<file path="src/rtl/miller_frame_tx_ctrl.sv">
// Frame sequencer for a Miller encoder: preamble, sync, length, payload, guard.
// One bit per two clk2x cycles, MSB first, encoder phase cleared in ALIGN.
module miller_frame_tx_ctrl #(
    parameter int unsigned PREAMBLE_BITS = 16,
    parameter logic [31:0] PREAMBLE_PAT  = 32'hAAAAAAAA,
    parameter logic [7:0]  SYNC_WORD     = 8'hD3,
    parameter int unsigned GUARD_BITS    = 4
) (
    input  logic       clk2x,
    input  logic       rst_n,
    input  logic       start,
    input  logic [7:0] len,
    input  logic [7:0] byte_data,
    input  logic       byte_valid,
    output logic       byte_ready,
    output logic       busy,
    output logic       done,
    output logic       underrun,
    output logic       enc_din,
    output logic       enc_enable,
    output logic       enc_rst_n
);

    typedef enum logic [2:0] {
        S_IDLE, S_ALIGN, S_PRE, S_SYNC, S_LEN, S_PAY, S_GUARD
    } state_t;

    localparam logic [4:0] PRE_LAST   = 5'(PREAMBLE_BITS - 1);
    localparam logic [4:0] GUARD_LAST = 5'(GUARD_BITS - 1);

    state_t     state_q, state_d;
    logic       ph_q, ph_d;
    logic [4:0] cnt_q, cnt_d;
    logic [7:0] len_q, len_d;
    logic [7:0] hold_q, hold_d;
    logic       hold_full_q, hold_full_d;
    logic [7:0] shift_q, shift_d;
    logic [7:0] acc_cnt_q, acc_cnt_d;
    logic [7:0] pay_cnt_q, pay_cnt_d;
    logic       abort_q, abort_d;
    logic       fin_q, fin_d;
    logic       busy_q, busy_d;
    logic       done_q, done_d;
    logic       underrun_q, underrun_d;
    logic       byte_ready_q, byte_ready_d;
    logic       enc_din_q, enc_din_d;
    logic       enc_enable_q, enc_enable_d;
    logic       enc_rst_n_q, enc_rst_n_d;

    logic       xfer;
    logic       move;
    logic       need_byte;
    logic [4:0] field_last;
    logic [4:0] pre_idx;

    always_comb begin
        state_d     = state_q;
        ph_d        = ph_q;
        cnt_d       = cnt_q;
        len_d       = len_q;
        hold_d      = hold_q;
        hold_full_d = hold_full_q;
        shift_d     = shift_q;
        acc_cnt_d   = acc_cnt_q;
        pay_cnt_d   = pay_cnt_q;
        abort_d     = abort_q;
        fin_d       = 1'b0;
        done_d      = 1'b0;
        underrun_d  = 1'b0;
        move        = 1'b0;
        need_byte   = 1'b0;
        field_last  = 5'd7;
        pre_idx     = 5'd0;
        xfer        = byte_valid & byte_ready_q;

        case (state_q)
            S_PRE:   field_last = PRE_LAST;
            S_GUARD: field_last = GUARD_LAST;
            default: field_last = 5'd7;
        endcase

        case (state_q)
            S_IDLE: begin
                ph_d        = 1'b0;
                cnt_d       = 5'd0;
                abort_d     = 1'b0;
                hold_full_d = 1'b0;
                acc_cnt_d   = 8'd0;
                pay_cnt_d   = 8'd0;
                // The cycle right after a frame ends never starts a new one.
                if (start && !fin_q) begin
                    len_d   = len;
                    state_d = S_ALIGN;
                end
            end
            S_ALIGN: begin
                ph_d    = 1'b0;
                cnt_d   = 5'd0;
                state_d = S_PRE;
            end
            default: begin
                ph_d = ~ph_q;
                if (ph_q) begin
                    if (cnt_q != field_last) begin
                        cnt_d = cnt_q + 5'd1;
                    end else begin
                        cnt_d = 5'd0;
                        case (state_q)
                            S_PRE:  state_d = S_SYNC;
                            S_SYNC: state_d = S_LEN;
                            S_LEN, S_PAY: begin
                                need_byte = (state_q == S_LEN) ? (len_q != 8'd0)
                                                               : (pay_cnt_q != len_q);
                                if (!need_byte) begin
                                    state_d = S_GUARD;
                                end else if (hold_full_q) begin
                                    move      = 1'b1;
                                    shift_d   = hold_q;
                                    pay_cnt_d = pay_cnt_q + 8'd1;
                                    state_d   = S_PAY;
                                end else begin
                                    underrun_d = 1'b1;
                                    abort_d    = 1'b1;
                                    state_d    = S_GUARD;
                                end
                            end
                            S_GUARD: begin
                                state_d = S_IDLE;
                                fin_d   = 1'b1;
                                done_d  = ~abort_q;
                            end
                            default: state_d = S_IDLE;
                        endcase
                    end
                end
            end
        endcase

        // A byte moved out and a byte arriving in the same cycle keeps the register full.
        if (move)
            hold_full_d = 1'b0;
        if (xfer) begin
            hold_d      = byte_data;
            hold_full_d = 1'b1;
            acc_cnt_d   = acc_cnt_q + 8'd1;
        end

        busy_d       = (state_d != S_IDLE);
        enc_enable_d = (state_d != S_IDLE) && (state_d != S_ALIGN);
        enc_rst_n_d  = (state_d != S_ALIGN);
        byte_ready_d = ((state_d == S_PRE) || (state_d == S_SYNC) ||
                        (state_d == S_LEN) || (state_d == S_PAY)) &&
                       !hold_full_d && (acc_cnt_d < len_d);

        pre_idx = PRE_LAST - cnt_d;
        case (state_d)
            S_PRE:   enc_din_d = PREAMBLE_PAT[pre_idx];
            S_SYNC:  enc_din_d = SYNC_WORD[3'd7 - cnt_d[2:0]];
            S_LEN:   enc_din_d = len_d[3'd7 - cnt_d[2:0]];
            S_PAY:   enc_din_d = shift_d[3'd7 - cnt_d[2:0]];
            default: enc_din_d = 1'b0;
        endcase
    end

    always_ff @(posedge clk2x) begin
        if (!rst_n) begin
            state_q      <= S_IDLE;
            ph_q         <= 1'b0;
            cnt_q        <= 5'd0;
            len_q        <= 8'd0;
            hold_q       <= 8'd0;
            hold_full_q  <= 1'b0;
            shift_q      <= 8'd0;
            acc_cnt_q    <= 8'd0;
            pay_cnt_q    <= 8'd0;
            abort_q      <= 1'b0;
            fin_q        <= 1'b0;
            busy_q       <= 1'b0;
            done_q       <= 1'b0;
            underrun_q   <= 1'b0;
            byte_ready_q <= 1'b0;
            enc_din_q    <= 1'b0;
            enc_enable_q <= 1'b0;
            enc_rst_n_q  <= 1'b0;
        end else begin
            state_q      <= state_d;
            ph_q         <= ph_d;
            cnt_q        <= cnt_d;
            len_q        <= len_d;
            hold_q       <= hold_d;
            hold_full_q  <= hold_full_d;
            shift_q      <= shift_d;
            acc_cnt_q    <= acc_cnt_d;
            pay_cnt_q    <= pay_cnt_d;
            abort_q      <= abort_d;
            fin_q        <= fin_d;
            busy_q       <= busy_d;
            done_q       <= done_d;
            underrun_q   <= underrun_d;
            byte_ready_q <= byte_ready_d;
            enc_din_q    <= enc_din_d;
            enc_enable_q <= enc_enable_d;
            enc_rst_n_q  <= enc_rst_n_d;
        end
    end

    assign byte_ready = byte_ready_q;
    assign busy       = busy_q;
    assign done       = done_q;
    assign underrun   = underrun_q;
    assign enc_din    = enc_din_q;
    assign enc_enable = enc_enable_q;
    assign enc_rst_n  = enc_rst_n_q;

endmodule

</file>
<file path="config.mk">
export PLATFORM = sky130hd
export DESIGN_NAME = miller_frame_tx_ctrl
export DESIGN_NICKNAME = d
export VERILOG_FILES = /design/src/rtl/miller_frame_tx_ctrl.sv
export SDC_FILE = /design/constraint.sdc
export NUM_CORES = 1
export LEC_CHECK = 0
export ABC_AREA = 1
export CAP_MARGIN = 20
export CORE_UTILIZATION = 36
export CTS_CLUSTER_SIZE = 10
export DETAILED_ROUTE_END_ITERATION = 10
export RECOVER_POWER = 100
export SETUP_SLACK_MARGIN = 0.05
export SLEW_MARGIN = 25
export SYNTH_ARGS = -nofsm -noshare
export SYNTH_HDL_FRONTEND = slang
export SYNTH_SLANG_ARGS = --single-unit
export TNS_END_PERCENT = 50
</file>
<file path="constraint.sdc">
create_clock -name clk2x -period 3.05 [get_ports clk2x]
set_input_delay 0.61 -clock clk2x [delete_from_list [all_inputs] [get_ports clk2x]]
set_output_delay 0.61 -clock clk2x [all_outputs]
set_load 0.05 [all_outputs]
</file>
Word level (Yosys, flattened, before mapping)
Memories as Yosys holds them, arrays and structs flattened.
Index checks and enable logic that the tools add are counted.
Widths: inputs -> output; s select.
Cells by class
  bitwise operators: 8
  $lt $le $gt $ge: 3
  equality and inequality tests: 15
  reduce and logical (&&, ||, !) cells: 24
  $add $sub $neg: 5
  mux-type cells: 52
Operator list (count)
  $mux 8: 15
  $mux 1: 21
  $add 8x1->8 const B: 2
  $pmux 8 s2: 1
  $eq 3x3->1 const B: 5
  $mux 5: 3
  $eq 3x2->1 const B: 4
  $reduce_and 6->1: 2
  $mux 3: 3
  $pmux 3 s3: 1
  $lt 8x8->1: 1
  $ne 8x8->1: 1
  $pmux 4 s2: 1
  $reduce_bool 2->1: 4
  $reduce_bool 8->1: 1
  $not 1->1: 7
  $reduce_or 7->1: 1
  $bmux 1 s3: 2
  $lt 5x6->1 const B: 1
  $pmux 3 s2: 1
  $reduce_or 6->1: 1
  $add 5x1->5 const B: 1
  $ne 5x5->1: 1
  $reduce_or 5->1: 1
  other kinds (17): 26
Word-level totals
  output and inout bits: 7
  memories kept: 2
  bits in read-only memories: 40
  input bits: 20
  word-level logic and storage cells: 127
  flip-flop bits (word level): 59
Memories
  (name not given): words 32, bits a word 1, rd ports 1, clocked after memory_dff 0, wr ports 0, RTL line 157  | S_PRE: enc_din_d = PREAMBLE_PAT[pre_idx];
  (name not given): words 8, bits a word 1, rd ports 1, clocked after memory_dff 0, wr ports 0, RTL line 158  | S_SYNC: enc_din_d = SYNC_WORD[3'd7 - cnt_d[2:0]];

Depth between registers and ports, before layout
  depth after elaboration: 13
  depth in mapped cells: 18
  gate-level depth less buffers: 17

Worst setup path before layout
No wires, ideal clock.
  path kind: reg-to-reg
  start point: register byte_ready_q (netlist: byte_ready)
  end point: register byte_ready_q (netlist: byte_ready)
  path buffers: 0
  arrival time: 2.290 ns
  library setup time: 0.070 ns
  cell stages (with the launch flop): 15
  data required time: 2.980 ns
  setup slack: 0.691 ns
  clock period less this slack: 2.359 ns
  cell sequence: dfxtp_1 > nand2_1 > inv_1 > nand2_1 > nor2_1 > nand2_1 > o21ai_0 > inv_1 > a21oi_1 > ha_1 > nand2_1 > nor2_1 > a2111oi_0 > nand3_1 > a21oi_1
Between the ends
  elaborated cells between the ends (all ways): 7
  classes of those cells: 1 x order compare; 2 x mux; 1 x bitwise; 3 x reduce/logical
RTL lines
  from (decl): RTL line 45  | logic byte_ready_q, byte_ready_d;
  from (signal assigned): RTL line 200  | byte_ready_q <= byte_ready_d;
  $and 1x1->1: RTL line 74  | xfer = byte_valid & byte_ready_q;
  $mux 8: RTL line 142  | if (xfer) begin
  named net acc_cnt_d[6]: RTL line 38  | logic [7:0] acc_cnt_q, acc_cnt_d;
  $lt 8x8->1: RTL line 153  | !hold_full_d && (acc_cnt_d < len_d);
  $logic_and 1x1->1: RTL line 153
The timed path passes the listed nets, and every way through them passes these cells.
A chain may end at the register's enable or synchronous reset.

Worst setup path in the final report
  start point: register cnt_q[0]
  end point: register pay_cnt_q[4]
Between the ends
  cells in the longest elaborated chain, start to end: 3
RTL lines
  from (decl): RTL line 33  | logic [4:0] cnt_q, cnt_d;
  from (signal assigned): RTL line 188  | cnt_q <= cnt_d;
  $ne 5x5->1: RTL line 104  | if (cnt_q != field_last) begin
  $ne 2x1->1 (no source line)
  $reduce_and 6->1 (no source line)
  to (signal assigned): RTL line 194  | pay_cnt_q <= pay_cnt_d;
  to (decl): RTL line 39  | logic [7:0] pay_cnt_q, pay_cnt_d;
Every way passes these cells.

==> run summary <==
FLOORPLANNING
---------------------------------------------------------------------------------
Row count ..........................................................           33
Die ar. ............................................................     9230 um2
Initial core utilization ...........................................        0.380
Number of ports placed on the die boundary .........................           27
Overall die width ..................................................      96.1 um
Vert. Die Dim ......................................................      96.1 um
Placeable core region ..............................................     8380 um2

DRT
---------------------------------------------------------------------------------
Routed length per instance .........................................      12.0 um
DRT iter0 DRCs .....................................................          115
Ratio of routed vias to standard cells .............................         4.80
Final routed DRC violation total ...................................            0
First-pass iteration count of the detailed router ..................            4
Number of nets with antenna violations after routing ...............            0
Total detailed-routing wirelength ..................................      7.16 mm
Via count ..........................................................         2866

PLACED DESIGN
---------------------------------------------------------------------------------
Dpl cell area ......................................................     3560 um2
Hpwl dp ............................................................      5.57 mm
Number of I/O port buffers .........................................           26
Setup WS pre-CTS ...................................................    0.0859 ns
Number of cells after detailed placement ...........................          581
Placer's final routability congestion estimate .....................        0.821

HOLD PATH
---------------------------------------------------------------------------------
Type of the most critical hold path ................................ flip-flop to flip-flop

STA
---------------------------------------------------------------------------------
Post-route setup slack .............................................     0.323 ns
Max Clock Skew .....................................................    0.0152 ns
Actual transition at the worst max-transition pin ..................      1.16 ns
Final max-slew violation count .....................................            0
Worst Hold Slack ...................................................     0.419 ns
RSZ-0062 raised after global routing ...............................        false
Setup TNS ..........................................................         0 ns
Final worst path period share ......................................        0.894
Tightest slew margin relative to the limit .........................        0.227
Endpoints failing hold .............................................            0
Setup violation total in the final timing report ...................            0
Period minus WS final ..............................................      2.73 ns
Achievable frequency ...............................................      367 MHz

PWR
---------------------------------------------------------------------------------
Cell Pwr Density ...................................................   524 nW/um2
Clock share of power ...............................................        0.400
Combinational share of power .......................................        0.175
Cell leakage power .................................................      1.61 nW
Switching share of power ...........................................        0.290
Portion of total power attributed to sequential cells ..............        0.425
Internal Power .....................................................      1.39 mW
P_sw ...............................................................     0.568 mW
Peak supply drop ...................................................     0.264 mV
Design Power .......................................................      1.96 mW

SETUP PATH
---------------------------------------------------------------------------------
Required time reported for the critical path endpoint ..............      3.29 ns
Number of logic stages on the critical path including buffering ....           16
Maximum cell stage delay along the critical path ...................      0.43 ns
CP dominant cell by count .......................................... sky130_fd_sc_hd__nand2_1
Setup slack on the worst flop-to-flop path .........................      0.32 ns
Destination of the critical timing path ............................ pay_cnt_q[4]
Slowest library cell on the worst path ............................. sky130_fd_sc_hd__dfxtp_1
Delay-heaviest family, CP .......................................... simple AND/OR/NAND/NOR gates
Series of cell instances along the critical path ................... ha_1 > nand2_1 > inv_1 > nand2_1 > a21oi_1 > nand3_4 > nor2_1 > nand2_4 > inv_4 > nor2_4 > clkinvlp_2 > nand2_1 > nor2_2 > nand2_1 > xor2_1 > nor2_1
Critical path startpoint ...........................................     cnt_q[0]
Critical register-to-register path endpoint ........................ pay_cnt_q[4]
Startpoint of the lowest-slack register-to-register path ...........     cnt_q[0]
Category of the worst setup path launch point ......................    flip-flop
Number of cells on the worst reg-to-reg path .......................           16
Nature of the critical path endpoint ...............................    flip-flop
Max Fanout on Critical Path ........................................           11
Type of the setup path with the least slack ........................ flip-flop to flip-flop
WP buf/inv .........................................................            3
Critical Path AT ...................................................      2.97 ns

SYNTHESIS
---------------------------------------------------------------------------------
Sequential fraction of the synthesis area ..........................        0.371
#FFs+latches synth .................................................           59
Total number of yosys warnings .....................................            0
Most area-consuming cells after synthesis .......................... sky130_fd_sc_hd__dfxtp_1 37%, sky130_fd_sc_hd__nand2_1 12%, sky130_fd_sc_hd__nor2_1 7.9%, sky130_fd_sc_hd__inv_1 6.5%, sky130_fd_sc_hd__nand3_1 4.9%
Dominant cell type by area after synthesis ......................... sky130_fd_sc_hd__dfxtp_1
Syn_area_per_cell ..................................................     7.00 um2
Synthesized netlist net count ......................................          485
Count of unique library cells instantiated by Yosys ................           38
Most frequent cells after synthesis ................................ 101 x sky130_fd_sc_hd__nand2_1, 67 x sky130_fd_sc_hd__nor2_1, 59 x sky130_fd_sc_hd__dfxtp_1, 55 x sky130_fd_sc_hd__inv_1, 31 x sky130_fd_sc_hd__nand3_1
Share of the synthesized area in the top cell type .................        0.371
Post-synth ARST share ..............................................            0
Synthesized instance count .........................................          455
Post-Synthesis Cell Area ...........................................     3190 um2
Number of enable flip-flop cells after synthesis ...................            0
Most common flop cell mapped by yosys .............................. sky130_fd_sc_hd__dfxtp_1
Most common cell in the synthesized netlist ........................ sky130_fd_sc_hd__nand2_1

GRT
---------------------------------------------------------------------------------
Wire length of the first global-routing pass .......................      12.3 mm
Via count of the first global-routing pass .........................         2677
Overall track demand over capacity in global routing ...............        0.176
Largest net degree at the start of global routing ..................           27
Initial antenna violation count ....................................            0
GR Overflow Total ..................................................            0

LAYOUT
---------------------------------------------------------------------------------
Area of the multi-input gates ......................................     1670 um2
Area taken by flip-flops and latches ...............................     1180 um2
Final Core Density .................................................        0.446
Diode count ........................................................            0
Synthesis-to-layout area growth ....................................        17.5%
Final Instance Area ................................................     3740 um2
Fill cell total of the finished layout .............................          879
Share of layout cells above drive strength 1 .......................       0.0894
Net count of the finished layout ...................................          517
Post-layout instance count excluding filler cells ..................          597

CLOCK NETWORK
---------------------------------------------------------------------------------
Cell at the root of the clock tree ................................. sky130_fd_sc_hd__clkbuf_8
Register clock-pin slew on the reported worst setup and hold paths .      0.08 ns
Total number of clock tree sinks ...................................           59
Skew-Pair Late Insertion Delay .....................................      0.34 ns
Number of hold buffers added after cts .............................            0
H-Tree Depth .......................................................            3
Clock tree from TritonCTS ..........................................        built
Resized cells post-CTS .............................................            0
Number of setup buffers added after CTS ............................            0
Number of buffers inserted during clock tree synthesis .............            9
Clock Tree Buf Depth ...............................................            2

RUN STATUS
---------------------------------------------------------------------------------
Outcome ............................................................ complete, no violations

RUN
---------------------------------------------------------------------------------
Max Cap Viol .......................................................            0

[worst reg2reg max path, cell delays in order, from the launching register on]
cell and delay [ns]:
sky130_fd_sc_hd__dfxtp_1 0.43, sky130_fd_sc_hd__ha_1 0.20, sky130_fd_sc_hd__nand2_1 0.08, sky130_fd_sc_hd__inv_1 0.09, sky130_fd_sc_hd__nand2_1 0.05, sky130_fd_sc_hd__a21oi_1 0.31, sky130_fd_sc_hd__nand3_4 0.13, sky130_fd_sc_hd__nor2_1 0.39
sky130_fd_sc_hd__nand2_4 0.20, sky130_fd_sc_hd__inv_4 0.13, sky130_fd_sc_hd__nor2_4 0.05, sky130_fd_sc_hd__clkinvlp_2 0.14, sky130_fd_sc_hd__nand2_1 0.08, sky130_fd_sc_hd__nor2_2 0.10, sky130_fd_sc_hd__nand2_1 0.07, sky130_fd_sc_hd__xor2_1 0.14
sky130_fd_sc_hd__nor2_1 0.05
[power by group through the flow]
stage	sequential, mW	combinational [mW]	clock [mW]
detailed placement	0.851	0.351	0
CTS	0.834	0.354	0.805
global placement	0.850	0.348	0
floorplan	0.871	0.218	0
global route	0.838	0.390	0.839
finish	0.833	0.344	0.784
[cell type report]
type                            count  share of cell area
Tap cell                          105              0.0351
Sequential cell                    59               0.316
Timing Repair Buffer               34              0.0826
Inverter                           60              0.0612
Clock buffer                       10              0.0341
Multi-Input combinational cell    323               0.447
Clock inverter                      6              0.0241
[layout by cell type, fill, tap and decap left out, types with 6 or more instances in the layout]
cell type | netlist | layout
sky130_fd_sc_hd__clkbuf_8 | 0 | 9
sky130_fd_sc_hd__inv_1 | 55 | 55
sky130_fd_sc_hd__nand2_1 | 101 | 101
sky130_fd_sc_hd__o21ai_0 | 22 | 22
sky130_fd_sc_hd__o21ai_1 | 6 | 6
sky130_fd_sc_hd__dlygate4sd3_1 | 0 | 8
sky130_fd_sc_hd__dfxtp_1 | 59 | 59
sky130_fd_sc_hd__a21oi_1 | 20 | 21
sky130_fd_sc_hd__nor3_1 | 6 | 6
sky130_fd_sc_hd__ha_1 | 10 | 10
sky130_fd_sc_hd__clkdlybuf4s50_1 | 0 | 18
sky130_fd_sc_hd__nand3_1 | 31 | 31
sky130_fd_sc_hd__nor2_1 | 67 | 69
sky130_fd_sc_hd__nand4_1 | 9 | 9
[worst min-delay path by stage]
stage	slack [ns]	start	cells past startpoint	end
floorplan	0.40	abort_q	1	done
global placement	0.42	abort_q	1	done
detailed placement	0.43	abort_q	1	done
CTS	0.42	abort_q	1	done
global route	0.43	abort_q	1	done
finish	0.42	abort_q	1	done
[sequential cells by signal, summed over array words and instances (netlist names)]
signal,flops
acc_cnt_q,8
hold_q,8
len_q,8
pay_cnt_q,8
shift_q,8
cnt_q,5
state_q,3
abort_q,1
busy,1
byte_ready,1
done,1
enc_din,1
enc_enable,1
enc_rst_n,1
fin_q,1
hold_full_q,1
ph_q,1
underrun,1
[cell families after synthesis]
| kind of cell | Yosys count | share of synthesized area |
|---|---|---|
| AOI/OAI and AO/OA | 66 | 0.124 |
| muxes | 1 | 0.00314 |
| xor gates and xnor gates | 10 | 0.0275 |
| buffers and inverters | 73 | 0.0974 |
| adders and majority gates | 10 | 0.0393 |
| DFF | 59 | 0.371 |
| and+or+nand+nor | 236 | 0.338 |
[routing by layer]
layer,part of all wire,global-route usage,up-vias
li1,-,-,1533
met1,0.50,0.231,1279
met2,0.44,0.283,49
met3,0.046,0.0498,5
met4,0.0091,0.0435,0
met5,0,0,-
No activity file was read; power rests on OpenSTA's default activity.
